**config.mk**
```make
export PLATFORM = sky130hd
export DESIGN_NAME = xcver_reset_ctrl_flat
export DESIGN_NICKNAME = d
export VERILOG_FILES = /design/src/rtl/xcver_reset_ctrl_if.sv /design/src/rtl/xcver_reset_ctrl.sv /design/src/flat_wrapper.sv
export SDC_FILE = /design/constraint.sdc
export NUM_CORES = 1
export LEC_CHECK = 0
export CAP_MARGIN = 25
export CELL_PAD_IN_SITES_DETAIL_PLACEMENT = 0
export CELL_PAD_IN_SITES_GLOBAL_PLACEMENT = 1
export CORE_MARGIN = 4
export CORE_UTILIZATION = 46
export DETAILED_ROUTE_END_ITERATION = 7
export PLACE_DENSITY_LB_ADDON = 0.1
export SLEW_MARGIN = 25
export SYNTH_ARGS = -nofsm -noshare
export SYNTH_HDL_FRONTEND = slang
export SYNTH_SLANG_ARGS = --single-unit
```
**constraint.sdc**
```tcl
create_clock -name i_CalClk -period 3.35 [get_ports i_CalClk]
set_clock_uncertainty 0.2 [all_clocks]
set_input_delay 0.67 -clock i_CalClk [delete_from_list [all_inputs] [get_ports i_CalClk]]
set_output_delay 0.67 -clock i_CalClk [all_outputs]
set_load 0.01 [all_outputs]
```
**src/rtl/xcver_reset_ctrl_if.sv**
```systemverilog
// Transceiver-side status inputs and reset/ready outputs of the reset sequencer.
// The slave modport is the sequencer; the master modport is the wrapper or PCS side.
interface xcver_reset_ctrl_if;
  logic       i_Restart;
  logic       i_PllLocked;
  logic       i_ReconfigBusy;
  logic       i_SyncStatus;
  logic       o_GxBPwrDwn;
  logic       o_RxAnalogRst;
  logic       o_TxDigitalRst;
  logic       o_RxDigitalRst;
  logic       o_TxReady;
  logic       o_RxReady;
  logic [2:0] o3_State;
  logic [7:0] o8_RetryCnt;

  modport slave (
    input  i_Restart, i_PllLocked, i_ReconfigBusy, i_SyncStatus,
    output o_GxBPwrDwn, o_RxAnalogRst, o_TxDigitalRst, o_RxDigitalRst,
    output o_TxReady, o_RxReady, o3_State, o8_RetryCnt
  );

  modport master (
    output i_Restart, i_PllLocked, i_ReconfigBusy, i_SyncStatus,
    input  o_GxBPwrDwn, o_RxAnalogRst, o_TxDigitalRst, o_RxDigitalRst,
    input  o_TxReady, o_RxReady, o3_State, o8_RetryCnt
  );
endinterface

```
**src/rtl/xcver_reset_ctrl.sv**
```systemverilog
// SGMII GX transceiver power-up/reset sequencer: powerdown -> PLL lock -> TX release
// -> RX settle -> RX sync, with automatic recovery from lock loss and sync loss.
module xcver_reset_ctrl #(
  parameter int unsigned pPwrDwnCycles   = 16,
  parameter int unsigned pLockTimeout    = 65535,
  parameter int unsigned pRxSettleCycles = 1024,
  parameter int unsigned pSyncLossFilter = 8
) (
  input logic             i_CalClk,
  input logic             i_RstN,
  xcver_reset_ctrl_if.slave xcvr
);

  localparam logic [2:0] ST_PWRDN     = 3'd0;
  localparam logic [2:0] ST_WAIT_LOCK = 3'd1;
  localparam logic [2:0] ST_RX_SETTLE = 3'd2;
  localparam logic [2:0] ST_WAIT_SYNC = 3'd3;
  localparam logic [2:0] ST_READY     = 3'd4;

  localparam logic [15:0] PD_LAST   = 16'(pPwrDwnCycles - 1);
  localparam logic [15:0] LT_LAST   = 16'(pLockTimeout - 1);
  localparam logic [15:0] RS_LAST   = 16'(pRxSettleCycles - 1);
  localparam logic [7:0]  LOSS_LAST = 8'(pSyncLossFilter - 1);

  // {pwrdn, rx_analog, tx_digital, rx_digital, tx_ready, rx_ready}
  function automatic logic [5:0] st_outputs(input logic [2:0] st);
    case (st)
      ST_WAIT_LOCK: st_outputs = 6'b011100;
      ST_RX_SETTLE: st_outputs = 6'b000110;
      ST_WAIT_SYNC: st_outputs = 6'b000010;
      ST_READY:     st_outputs = 6'b000011;
      default:      st_outputs = 6'b111100;
    endcase
  endfunction

  // synchronizer bit order: {sync, busy, locked}
  logic [2:0]  sync1_q, sync2_q;
  logic [2:0]  state_q, state_d;
  logic [15:0] timer_q, timer_d;
  logic [7:0]  loss_q, loss_d;
  logic [7:0]  retry_q, retry_d;
  logic [5:0]  out_q, out_d;
  logic        locked, busy, sync, enter, retry_inc;

  assign locked = sync2_q[0];
  assign busy   = sync2_q[1];
  assign sync   = sync2_q[2];

  always_comb begin
    state_d   = state_q;
    enter     = 1'b0;
    retry_inc = 1'b0;
    if (state_q > ST_READY) begin
      state_d = ST_PWRDN;
      enter   = 1'b1;
    end else if (xcvr.i_Restart) begin
      state_d = ST_PWRDN;
      enter   = 1'b1;
    end else if (!locked && state_q >= ST_RX_SETTLE) begin
      state_d   = ST_PWRDN;
      enter     = 1'b1;
      retry_inc = 1'b1;
    end else begin
      case (state_q)
        ST_PWRDN:
          if (timer_q == PD_LAST) begin
            state_d = ST_WAIT_LOCK;
            enter   = 1'b1;
          end
        ST_WAIT_LOCK:
          // lock wins over a coincident timeout
          if (locked && !busy) begin
            state_d = ST_RX_SETTLE;
            enter   = 1'b1;
          end else if (timer_q == LT_LAST) begin
            state_d   = ST_PWRDN;
            enter     = 1'b1;
            retry_inc = 1'b1;
          end
        ST_RX_SETTLE:
          if (!busy && timer_q == RS_LAST) begin
            state_d = ST_WAIT_SYNC;
            enter   = 1'b1;
          end
        ST_WAIT_SYNC:
          if (sync) begin
            state_d = ST_READY;
            enter   = 1'b1;
          end
        ST_READY:
          if (!sync && loss_q == LOSS_LAST) begin
            state_d = ST_RX_SETTLE;
            enter   = 1'b1;
          end
        default: ;
      endcase
    end

    // reconfig activity during settle restarts the settle count
    if (enter || (state_q == ST_RX_SETTLE && busy)) timer_d = '0;
    else                                            timer_d = timer_q + 16'd1;

    if (enter || state_q != ST_READY || sync) loss_d = '0;
    else                                      loss_d = loss_q + 8'd1;

    retry_d = (retry_inc && retry_q != 8'hFF) ? retry_q + 8'd1 : retry_q;
    out_d   = st_outputs(state_d);
  end

  always_ff @(posedge i_CalClk) begin
    if (!i_RstN) begin
      sync1_q <= '0;
      sync2_q <= '0;
      state_q <= ST_PWRDN;
      timer_q <= '0;
      loss_q  <= '0;
      retry_q <= '0;
      out_q   <= st_outputs(ST_PWRDN);
    end else begin
      sync1_q <= {xcvr.i_SyncStatus, xcvr.i_ReconfigBusy, xcvr.i_PllLocked};
      sync2_q <= sync1_q;
      state_q <= state_d;
      timer_q <= timer_d;
      loss_q  <= loss_d;
      retry_q <= retry_d;
      out_q   <= out_d;
    end
  end

  assign xcvr.o_GxBPwrDwn    = out_q[5];
  assign xcvr.o_RxAnalogRst  = out_q[4];
  assign xcvr.o_TxDigitalRst = out_q[3];
  assign xcvr.o_RxDigitalRst = out_q[2];
  assign xcvr.o_TxReady      = out_q[1];
  assign xcvr.o_RxReady      = out_q[0];
  assign xcvr.o3_State       = state_q;
  assign xcvr.o8_RetryCnt    = retry_q;

endmodule
```
**src/flat_wrapper.sv**
```systemverilog
// flat-port wrapper written by rule: the top's interface ports become plain ports
module xcver_reset_ctrl_flat 
#(
  parameter int unsigned pPwrDwnCycles   = 16,
  parameter int unsigned pLockTimeout    = 65535,
  parameter int unsigned pRxSettleCycles = 1024,
  parameter int unsigned pSyncLossFilter = 8
)
  (i_CalClk, i_RstN, xcvr_i_Restart, xcvr_i_PllLocked, xcvr_i_ReconfigBusy, xcvr_i_SyncStatus, xcvr_o_GxBPwrDwn, xcvr_o_RxAnalogRst, xcvr_o_TxDigitalRst, xcvr_o_RxDigitalRst, xcvr_o_TxReady, xcvr_o_RxReady, xcvr_o3_State, xcvr_o8_RetryCnt);
  xcver_reset_ctrl_if xcvr_i ();
  input logic i_CalClk;
  input logic i_RstN;
  input wire logic [$bits(xcvr_i.i_Restart)-1:0] xcvr_i_Restart;
  input wire logic [$bits(xcvr_i.i_PllLocked)-1:0] xcvr_i_PllLocked;
  input wire logic [$bits(xcvr_i.i_ReconfigBusy)-1:0] xcvr_i_ReconfigBusy;
  input wire logic [$bits(xcvr_i.i_SyncStatus)-1:0] xcvr_i_SyncStatus;
  output wire logic [$bits(xcvr_i.o_GxBPwrDwn)-1:0] xcvr_o_GxBPwrDwn;
  output wire logic [$bits(xcvr_i.o_RxAnalogRst)-1:0] xcvr_o_RxAnalogRst;
  output wire logic [$bits(xcvr_i.o_TxDigitalRst)-1:0] xcvr_o_TxDigitalRst;
  output wire logic [$bits(xcvr_i.o_RxDigitalRst)-1:0] xcvr_o_RxDigitalRst;
  output wire logic [$bits(xcvr_i.o_TxReady)-1:0] xcvr_o_TxReady;
  output wire logic [$bits(xcvr_i.o_RxReady)-1:0] xcvr_o_RxReady;
  output wire logic [$bits(xcvr_i.o3_State)-1:0] xcvr_o3_State;
  output wire logic [$bits(xcvr_i.o8_RetryCnt)-1:0] xcvr_o8_RetryCnt;
  assign xcvr_i.i_Restart = xcvr_i_Restart;
  assign xcvr_i.i_PllLocked = xcvr_i_PllLocked;
  assign xcvr_i.i_ReconfigBusy = xcvr_i_ReconfigBusy;
  assign xcvr_i.i_SyncStatus = xcvr_i_SyncStatus;
  assign xcvr_o_GxBPwrDwn = xcvr_i.o_GxBPwrDwn;
  assign xcvr_o_RxAnalogRst = xcvr_i.o_RxAnalogRst;
  assign xcvr_o_TxDigitalRst = xcvr_i.o_TxDigitalRst;
  assign xcvr_o_RxDigitalRst = xcvr_i.o_RxDigitalRst;
  assign xcvr_o_TxReady = xcvr_i.o_TxReady;
  assign xcvr_o_RxReady = xcvr_i.o_RxReady;
  assign xcvr_o3_State = xcvr_i.o3_State;
  assign xcvr_o8_RetryCnt = xcvr_i.o8_RetryCnt;
  xcver_reset_ctrl #(.pPwrDwnCycles(pPwrDwnCycles), .pLockTimeout(pLockTimeout), .pRxSettleCycles(pRxSettleCycles), .pSyncLossFilter(pSyncLossFilter)) u_core (.i_CalClk(i_CalClk), .i_RstN(i_RstN), .xcvr(xcvr_i));
endmodule
```
=== Word-level counts from Yosys, hierarchy flattened ===
Cells that the tools add are included.

* Add/subtract/negate cells: 3
* Bitwise gates (word level): 1
* Magnitude comparators: 2
* Reduce and logical (&&, ||, !) cells: 15
* Eq/ne operators: 14
* Muxes and demuxes: 26

{| class="wikitable"
|+ Operators by type and width
! operator !! count
|-
| $mux W3 || 9
|-
| $pmux W6 S4 || 1
|-
| $add A16 B1 Y16 const B || 1
|-
| $add A8 B1 Y8 const B || 2
|-
| $eq A16 B10 Y1 const B || 1
|-
| $eq A16 B16 Y1 const B || 1
|-
| $eq A16 B4 Y1 const B || 1
|-
| $pmux W3 S5 || 1
|-
| $mux W1 || 14
|-
| $eq A3 B2 Y1 const B || 4
|-
| $eq A8 B3 Y1 const B || 1
|-
| $ne A8 B8 Y1 const B || 1
|-
| $eq A3 B1 Y1 const B || 2
|-
| $eq A3 B3 Y1 const B || 2
|-
| $logic_and A1 B1 Y1 || 6
|-
| $pmux W1 S5 || 1
|-
| $reduce_or A2 Y1 || 2
|-
| $ge A3 B2 Y1 const B || 1
|-
| $gt A3 B3 Y1 const B || 1
|-
| $logic_not A1 Y1 || 3
|-
| $logic_not A3 Y1 || 1
|-
| $logic_or A1 B1 Y1 || 3
|-
| $ne A3 B3 Y1 const B || 1
|-
| $not A1 Y1 || 1
|}

* Input bits: 6
* Register bits: 47
* Output and inout port bits: 17

=== Logic depth before layout (Yosys ltp) ===
Gate-level depths: netlist of run 1.

* Word-level depth: 10
* Gate-level depth with buffers: 8
* Depth with buffers taken out: 7

=== Worst setup path before layout of run 1 ===
Ideal clock, no wire load.

* Path kind: register -> register
* Start point: register u_core.state_q[2], in the netlist u_core.xcvr.o3_State[2]
* End point: register u_core.retry_q[3], in the netlist u_core.xcvr.o8_RetryCnt[3]
* Arrival time: 1.792 ns
* Path slack: 1.286 ns
* Clock period less this slack: 2.064 ns
* Buffers on the path: 1
* Setup time: 0.072 ns
* Cell stages (with the launch flop): 7
* Cell sequence: dfxtp_1 buf_6 or3b_4 a211oi_2 a21oi_2 or4_1 a21oi_1

* Word-level cells in the longest chain between the ends: 6
* Elaborated cells between the ends (all ways): 9

{| class="wikitable"
|+ Ends and longest elaborated chain
! what !! RTL line !! source
|-
| start: declaration || xcver_reset_ctrl.sv:38 || <nowiki>logic [2:0] state_q, state_d;</nowiki>
|-
| start signal: assignment || xcver_reset_ctrl.sv:122 || <nowiki>state_q <= state_d;</nowiki>
|-
| $ge A3 B2 Y1 or $eq A3 B1 Y1 (tied branches) || xcver_reset_ctrl.sv:59, xcver_reset_ctrl.sv:64 ||
|-
| $logic_and A1 B1 Y1 or $mux W1 (tied branches) || xcver_reset_ctrl.sv:59, xcver_reset_ctrl.sv:64 ||
|-
| $mux W1 || xcver_reset_ctrl.sv:59 || <nowiki>end else if (!locked && state_q >= ST_RX_SETTLE) begin</nowiki>
|-
| $mux W1 || xcver_reset_ctrl.sv:56 || <nowiki>end else if (xcvr.i_Restart) begin</nowiki>
|-
| $mux W1 (*) || xcver_reset_ctrl.sv:53 || <nowiki>if (state_q > ST_READY) begin</nowiki>
|-
| $logic_and A1 B1 Y1 (*) || xcver_reset_ctrl.sv:106 || <nowiki>retry_d = (retry_inc && retry_q != 8'hFF) ? retry_q + 8'd1 : retry_q;</nowiki>
|-
| end signal: assignment || xcver_reset_ctrl.sv:125 || <nowiki>retry_q <= retry_d;</nowiki>
|-
| end: declaration || xcver_reset_ctrl.sv:41 || <nowiki>logic [7:0] retry_q, retry_d;</nowiki>
|}

Every way passes the cells marked *; elsewhere a longest branch is shown, timed or not.
A chain may end at the register's enable or synchronous reset.

=== Worst setup path in the final report of run 1 ===
* Start point: input port i_RstN
* End point: register u_core.loss_q[7]

* Word-level cells in the longest chain between the ends: 2

{| class="wikitable"
|+ Ends and longest elaborated chain
! what !! RTL line !! source
|-
| start: declaration || flat_wrapper.sv:12 || <nowiki>input logic i_RstN;</nowiki>
|-
| $not A1 Y1 (no source line) || n/a ||
|-
| $reduce_or A2 Y1 (no source line) || n/a ||
|-
| end signal: assignment || xcver_reset_ctrl.sv:124 || <nowiki>loss_q <= loss_d;</nowiki>
|-
| end: declaration || xcver_reset_ctrl.sv:40 || <nowiki>logic [7:0] loss_q, loss_d;</nowiki>
|}

No other way between the ends.

==> qor.txt, run 1 <==
==================================================================================
Netlist Area Pre-Place                                                 0.00212 mm²
Gate count after technology mapping                                            233
First-pass GRT wire length                                                 6890 µm
Most frequent cell after synthesis                                    sky130_fd_sc_hd__dfxtp_1
Ports placed on the boundary                                                    23
Number of synthesized flops with an enable pin                                   0
Worst voltage drop across the vdd grid                                    0.183 mV
Total Die Area                                                         0.00575 mm²
Number of CTS-inserted buffers                                                   5
Switching part of the total                                                  0.210
Final setup vio count                                                            0
Number of buffers added to fix hold violations after cts                         0
First DRT Iteration DRCs                                                       127
Area after DPL                                                         0.00235 mm²
Antenna violations before repair                                                 0
Diode count                                                                      0
Path class of the lowest-slack min-delay path                           reg -> reg
Clk Tree Root Cell                                                    sky130_fd_sc_hd__clkbuf_8
Mapped Avg Cell Area                                                      9.08 µm²
Crit Path Category                                                       in -> reg
Final hold violation count                                                       0
Worst-path fanout max                                                           10
Number of detailed-routing iterations run before antenna repair                  4
Number of input and output port buffers inserted                                22
Maximum operating frequency                                              0.387 GHz
Area growth from synthesis to layout                                         15.3%
Lkg Pwr                                                                   0.835 nW
Int Power                                                                   729 µW
Clock transition at path regs                                                80 ps
Final Routed Wirelength                                                    4050 µm
Synth cell types                                                                50
Die extent in x                                                            75.8 µm
Die H                                                                      75.8 µm
Warnings, synthesis                                                              0
Share of power burned in registers                                           0.601
Yosys top cell by area                                                sky130_fd_sc_hd__dfxtp_1
Post-detail-place hpwl                                                     2860 µm
Fraction of post-synthesis cell area in the top cell type by area            0.435
Via count                                                                    1,630
Number of register bits inferred by synthesis                                   46
Area of the core                                                       0.00441 mm²
Share of the clock period used by the worst path                             0.771
Count of H-tree levels built during CTS                                          2
Net load switching power                                                    194 µW
Relative max-transition margin                                               0.600
TritonCTS clock tree                                                         built
Net count of the finished layout                                               263
Cell types with the largest area share after synthesis                sky130_fd_sc_hd__dfxtp_1 44%, sky130_fd_sc_hd__xor2_1 5.4%, sky130_fd_sc_hd__nor2_1 4.4%, sky130_fd_sc_hd__nand3_1 3.1%, sky130_fd_sc_hd__xnor2_1 2.9%
Ys flop type                                                          sky130_fd_sc_hd__dfxtp_1
Total number of clock tree sinks                                                46
Maximum number of pins on one net before global-route repair                    17
RD Place Congestion                                                          0.719
Initial Utilization                                                          0.479
Commonest cells in the netlist                                        46 x sky130_fd_sc_hd__dfxtp_1, 25 x sky130_fd_sc_hd__nor2_1, 14 x sky130_fd_sc_hd__nand2_1
Post-Syn Nets                                                                  243
Number of setup buffers added after CTS                                          0
Setup crit end kind                                                      flip-flop
Asr flop ratio synth                                                             0
Max-cap violations                                                               0
Row count                                                                       24
Overall global routing resource usage                                        0.158
Routed wire length per instance                                            13.2 µm
DRT antenna net count                                                            0
Share of power burned in the clock network                                   0.373
Sum of overflow across all layers after global routing                           0
Final min period                                                           2580 ps
Tightest Pin Transition                                                     597 ps
Worst setup SP type                                                      input pin
Arrival time at the worst endpoint                                         2590 ps
Post-cts gate resize count                                                       0
Required time at the worst-slack endpoint                                  3360 ps
Logic gate share of total power                                              0.026
Maximum buffer depth of the clock tree                                           2
Number of fillers in the final layout                                          408
Count of final max-slew check failures                                           0
Unrepaired setup endpoints after global routing                              false
Run status                                                               completed
Clock latency of the later-clocked register in the worst-skew pair          300 ps
Power density over cell area                                            378 mW/mm²
Share of final-layout standard cells stronger than drive strength 1         0.0906
Per-cell via count in the routed design                                       5.33
Fin Setup TNS                                                                 0 ps
Residual DRC count                                                               0
Sequential share of the synthesized area                                     0.435
Vias in the first global route                                               1,482
Finished layout cell area                                              0.00244 mm²
==================================================================================
## placed cells by master, fill, tap and decap left out, types with 6 or more instances in the layout
| cell | Yosys | routed |
|---|---|---|
| sky130_fd_sc_hd__nand2_1 | 14 | 14 |
| sky130_fd_sc_hd__and2_1 | 8 | 8 |
| sky130_fd_sc_hd__clkdlybuf4s50_1 | 0 | 22 |
| sky130_fd_sc_hd__nand4_1 | 8 | 8 |
| sky130_fd_sc_hd__nor3_1 | 10 | 10 |
| sky130_fd_sc_hd__xnor2_1 | 7 | 7 |
| sky130_fd_sc_hd__nor2_1 | 25 | 25 |
| sky130_fd_sc_hd__or4_1 | 6 | 6 |
| sky130_fd_sc_hd__a21oi_1 | 9 | 9 |
| sky130_fd_sc_hd__nand3_1 | 13 | 13 |
| sky130_fd_sc_hd__clkbuf_8 | 0 | 6 |
| sky130_fd_sc_hd__xor2_1 | 13 | 13 |
| sky130_fd_sc_hd__dfxtp_1 | 46 | 46 |
## final cells by class
type                    count  area, µm²  area share
inverters                   6       22.5     0.00923
multi-input cells         171       1110       0.456
repair buffers             23        228      0.0933
clock buffers               7       86.3      0.0354
flip-flops and latches     46        921       0.377
well taps                  52       65.1      0.0267
clock inverters             1       5.00     0.00205
## layer usage
| layer | routed length, µm | GRT usage | up-vias |
|---|---|---|---|
| met5 | 0 | 0 | - |
| met4 | 57 | 0.0583 | 0 |
| met3 | 182 | 0.0475 | 5 |
| met2 | 1730 | 0.223 | 32 |
| met1 | 2080 | 0.225 | 716 |
| li1 | - | - | 877 |
## critical path: stages
cell and delay [ps]:
sky130_fd_sc_hd__clkdlybuf4s50_1 560, sky130_fd_sc_hd__clkinv_1 300, sky130_fd_sc_hd__nor4_1 420, sky130_fd_sc_hd__nand2_1 300, sky130_fd_sc_hd__nor4b_1 340
## kinds of logic (layout without fill, tap and decap cells)
family / Yosys count / count (layout) / share of synthesized area
AOI/OAI and AO/OA: 28 / 28 / 0.0946
buffers and inverters: 16 / 37 / 0.0390
xor gates and xnor gates: 20 / 20 / 0.0828
adders and majority gates: 4 / 4 / 0.0237
and+or+nand+nor: 119 / 119 / 0.325
DFF: 46 / 46 / 0.435
## registers in the layout (all words and copies together), names as in the netlist
name	count
u_core.out_q	5
u_core.timer_q	16
u_core.sync1_q	3
u_core.xcvr.o8_RetryCnt	8
u_core.loss_q	8
u_core.sync2_q	3
u_core.xcvr.o3_State	3
## through the flow
stage	instances	setup slack (ps)	util	hold WS [ps]	power, mW
after detailed placement	298	444	0.532	218	0.591
after global routing	306	466	0.553	270	0.969
after floorplan	233	1290	-	212	0.579
after CTS	306	760	0.553	237	0.938
after global placement	298	506	0.532	219	0.591
final	306	768	0.553	238	0.922
## final timing paths
kind                                 from                          to  slack, ps  depth (start not counted)
setup / recovery                   i_RstN            u_core.loss_q[7]        770                          5
hold / removal          u_core.sync1_q[2]           u_core.sync2_q[2]        240                          1
setup reg to reg  u_core.xcvr.o3_State[2]  u_core.xcvr.o8_RetryCnt[7]       1020                          5
hold reg to reg         u_core.sync1_q[2]           u_core.sync2_q[2]        240                          1
## power groups by stage
stage | Sequential, mW | Combinational (mW) | Clock, mW
final | 0.554 | 0.0237 | 0.344
after global routing | 0.556 | 0.0267 | 0.386
after CTS | 0.555 | 0.0241 | 0.359
after detailed placement | 0.567 | 0.0240 | 0
after global placement | 0.567 | 0.0238 | 0
after floorplan | 0.566 | 0.0127 | 0
Note: power is estimated with default switching activity, not from simulation.
==> run 2: changes to the inputs <==
CORE_UTILIZATION = 38   (was 46)
clock period = 2.2 ns   (was 3.35 ns; I/O delays follow)
==> qor.txt, run 2 (same netlist as run 1, synthesis figures left out) <==
==================================================================================
Run status                                                               completed
Crit Path Category                                                      reg -> reg
Leading cell types in the layout, fill and taps excluded              45 x sky130_fd_sc_hd__dfxtp_1, 29 x sky130_fd_sc_hd__buf_4, 25 x sky130_fd_sc_hd__nor2_1, 22 x sky130_fd_sc_hd__clkdlybuf4s50_1, 14 x sky130_fd_sc_hd__nand2_1
Routed wire length per instance                                            12.5 µm   -5.5%
Arrival time at the worst endpoint                                         2090 ps   -500 ps
Slowest cell on the critical path                                     sky130_fd_sc_hd__or4_1
Register cell area after layout                                            922 µm²   +0.14%
CP cell instances                                                     or4_1 > or3_4 > a31oi_2 > nor2_2 > or2_1
Lkg Pwr                                                                   0.994 nW   +19%
Number of fillers in the final layout                                          517   +27%
DRT antenna net count                                                            0   unchanged
Row count                                                                       26   +8.3%
Setup ws final                                                              106 ps   -662 ps
Initial Utilization                                                          0.404   -0.0753
Unrepaired setup endpoints after global routing                              false
Final worst hold slack                                                      236 ps   -2.36 ps
Overall global routing resource usage                                        0.141   -0.0170
Final hold violation count                                                       0   unchanged
Largest reg by FF count                                               u_core.timer_q
Final min period                                                           2090 ps
RD Place Congestion                                                          0.801   +11%
Buffers & Inverters on Critical Path                                             0   -2
Setup slack, reg-to-reg                                                     110 ps   -910 ps
TritonCTS clock tree                                                         built
First-pass GRT wire length                                                 7260 µm   +5.3%
Die extent in x                                                            82.6 µm   +9.0%
Path class of the lowest-slack min-delay path                           reg -> reg
Count of final max-slew check failures                                           0   unchanged
Via count                                                                    1,769   +8.5%
Sum of overflow across all layers after global routing                           0   unchanged
Area after DPL                                                         0.00255 mm²   +8.6%
Clock latency of the later-clocked register in the worst-skew pair          300 ps   about the same
Diode count                                                                      0   unchanged
Finished layout cell area                                              0.00276 mm²   +13%
Fin Setup TNS                                                                 0 ps   unchanged
Die H                                                                      82.6 µm   +9.0%
Post-detail-place hpwl                                                     3180 µm   +11%
Maximum number of pins on one net before global-route repair                    17   unchanged
Max-cap violations                                                               0   unchanged
Share of the clock period used by the worst path                             0.952
Count of H-tree levels built during CTS                                          2   unchanged
Final Routed Wirelength                                                    4410 µm   +9.0%
Number of input and output port buffers inserted                                22   unchanged
Per-cell via count in the routed design                                       5.01   -5.9%
Worst-path fanout max                                                            4   -6
Largest stage delay on the critical path                                    560 ps   about the same
Post-route insts no fill                                                       353   +15%
Total Die Area                                                         0.00683 mm²   +19%
Number of detailed-routing iterations run before antenna repair                  4   unchanged
Residual DRC count                                                               0   unchanged
Share of final-layout standard cells stronger than drive strength 1          0.219   +0.129
Dpl ws                                                                     -170 ps   -614 ps
First DRT Iteration DRCs                                                       119   -6.3%
Antenna violations before repair                                                 0   unchanged
Count of placed standard cells including taps                                  340   +14%
Tightest Pin Transition                                                     363 ps   -235 ps
Area of the core                                                       0.00524 mm²   +19%
Setup crit end kind                                                      flip-flop
Worst setup SP type                                                      flip-flop
Net count of the finished layout                                               292   +11%
Area growth from synthesis to layout                                         30.5%
Number of buffers added to fix hold violations after cts                         0   unchanged
Vias in the first global route                                               1,613   +8.8%
Required time at the worst-slack endpoint                                  2200 ps   -1160 ps
Maximum operating frequency                                              0.478 GHz
Maximum buffer depth of the clock tree                                           2   unchanged
Clk Tree Root Cell                                                    sky130_fd_sc_hd__clkbuf_8
Combined area of the multi-input logic cells                           0.00119 mm²   +6.9%
Family with the most delay on the worst path                          simple AND/OR/NAND/NOR gates
Final setup vio count                                                            0   unchanged
Clock transition at path regs                                                80 ps   about the same
Relative max-transition margin                                               0.756   +0.156
Total number of clock tree sinks                                                46   unchanged
Largest register FFs                                                            16   unchanged
Power density over cell area                                            514 mW/mm²   +36%
Most common cell after layout, fill and taps aside                    sky130_fd_sc_hd__dfxtp_1
Worst voltage drop across the vdd grid                                    0.273 mV   +49%
Ports placed on the boundary                                                    23   unchanged
Number of CTS-inserted buffers                                                   5   unchanged
==================================================================================
## run 2: worst register-to-register path, delay by kind of cell, from the launching register on
kind | cells | cell delay, ps
AOI/OAI and AO/OA | 1 | 230
DFF | 1 | 310
and+or+nand+nor | 4 | 1250
## run 2: layout make-up
| type | count | share of cell area |
|---|---|---|
| multi-input combinational | 171 | 0.430 |
| sequential | 46 | 0.334 |
| timing repair buffer | 52 | 0.163 |
| tap | 70 | 0.0317 |
| clock buffer | 7 | 0.0313 |
| inverter | 6 | 0.00816 |
| clock inverter | 1 | 0.00181 |
## run 2: layer usage
metal,up-vias,global-route usage,share of wire
li1,925,-,-
met4,0,0.0490,0.020
met2,31,0.202,0.43
met3,8,0.0456,0.039
met1,805,0.197,0.51
met5,-,0,0
## run 2: timing repair
action                     in CTS  in global routing
buffers inserted                0                  5
setup endpoints to repair       0                  4
gates resized for setup         0                 20
## run 2: worst paths after layout
kind / from / endpoint / depth (start not counted)
min reg2reg: u_core.sync1_q[1] / u_core.sync2_q[1] / 1
max reg2reg: u_core.loss_q[3] / u_core.out_q[1] / 5
min: u_core.sync1_q[1] / u_core.sync2_q[1] / 1
max: u_core.loss_q[3] / u_core.out_q[1] / 5
## run 2: stage by stage
stage	power (mW)	util
CTS	1.44	0.505
floorplan	0.882	-
detailed placement	0.909	0.487
global placement	0.909	0.487
global route	1.48	0.527
finish	1.42	0.527
## run 2: report_power, final
group / total, mW / switching [mW] / internal, mW
clock: 0.527 / 0.273 / 0.254
sequential: 0.843 / 0.00472 / 0.839
combinational: 0.0492 / 0.0237 / 0.0255
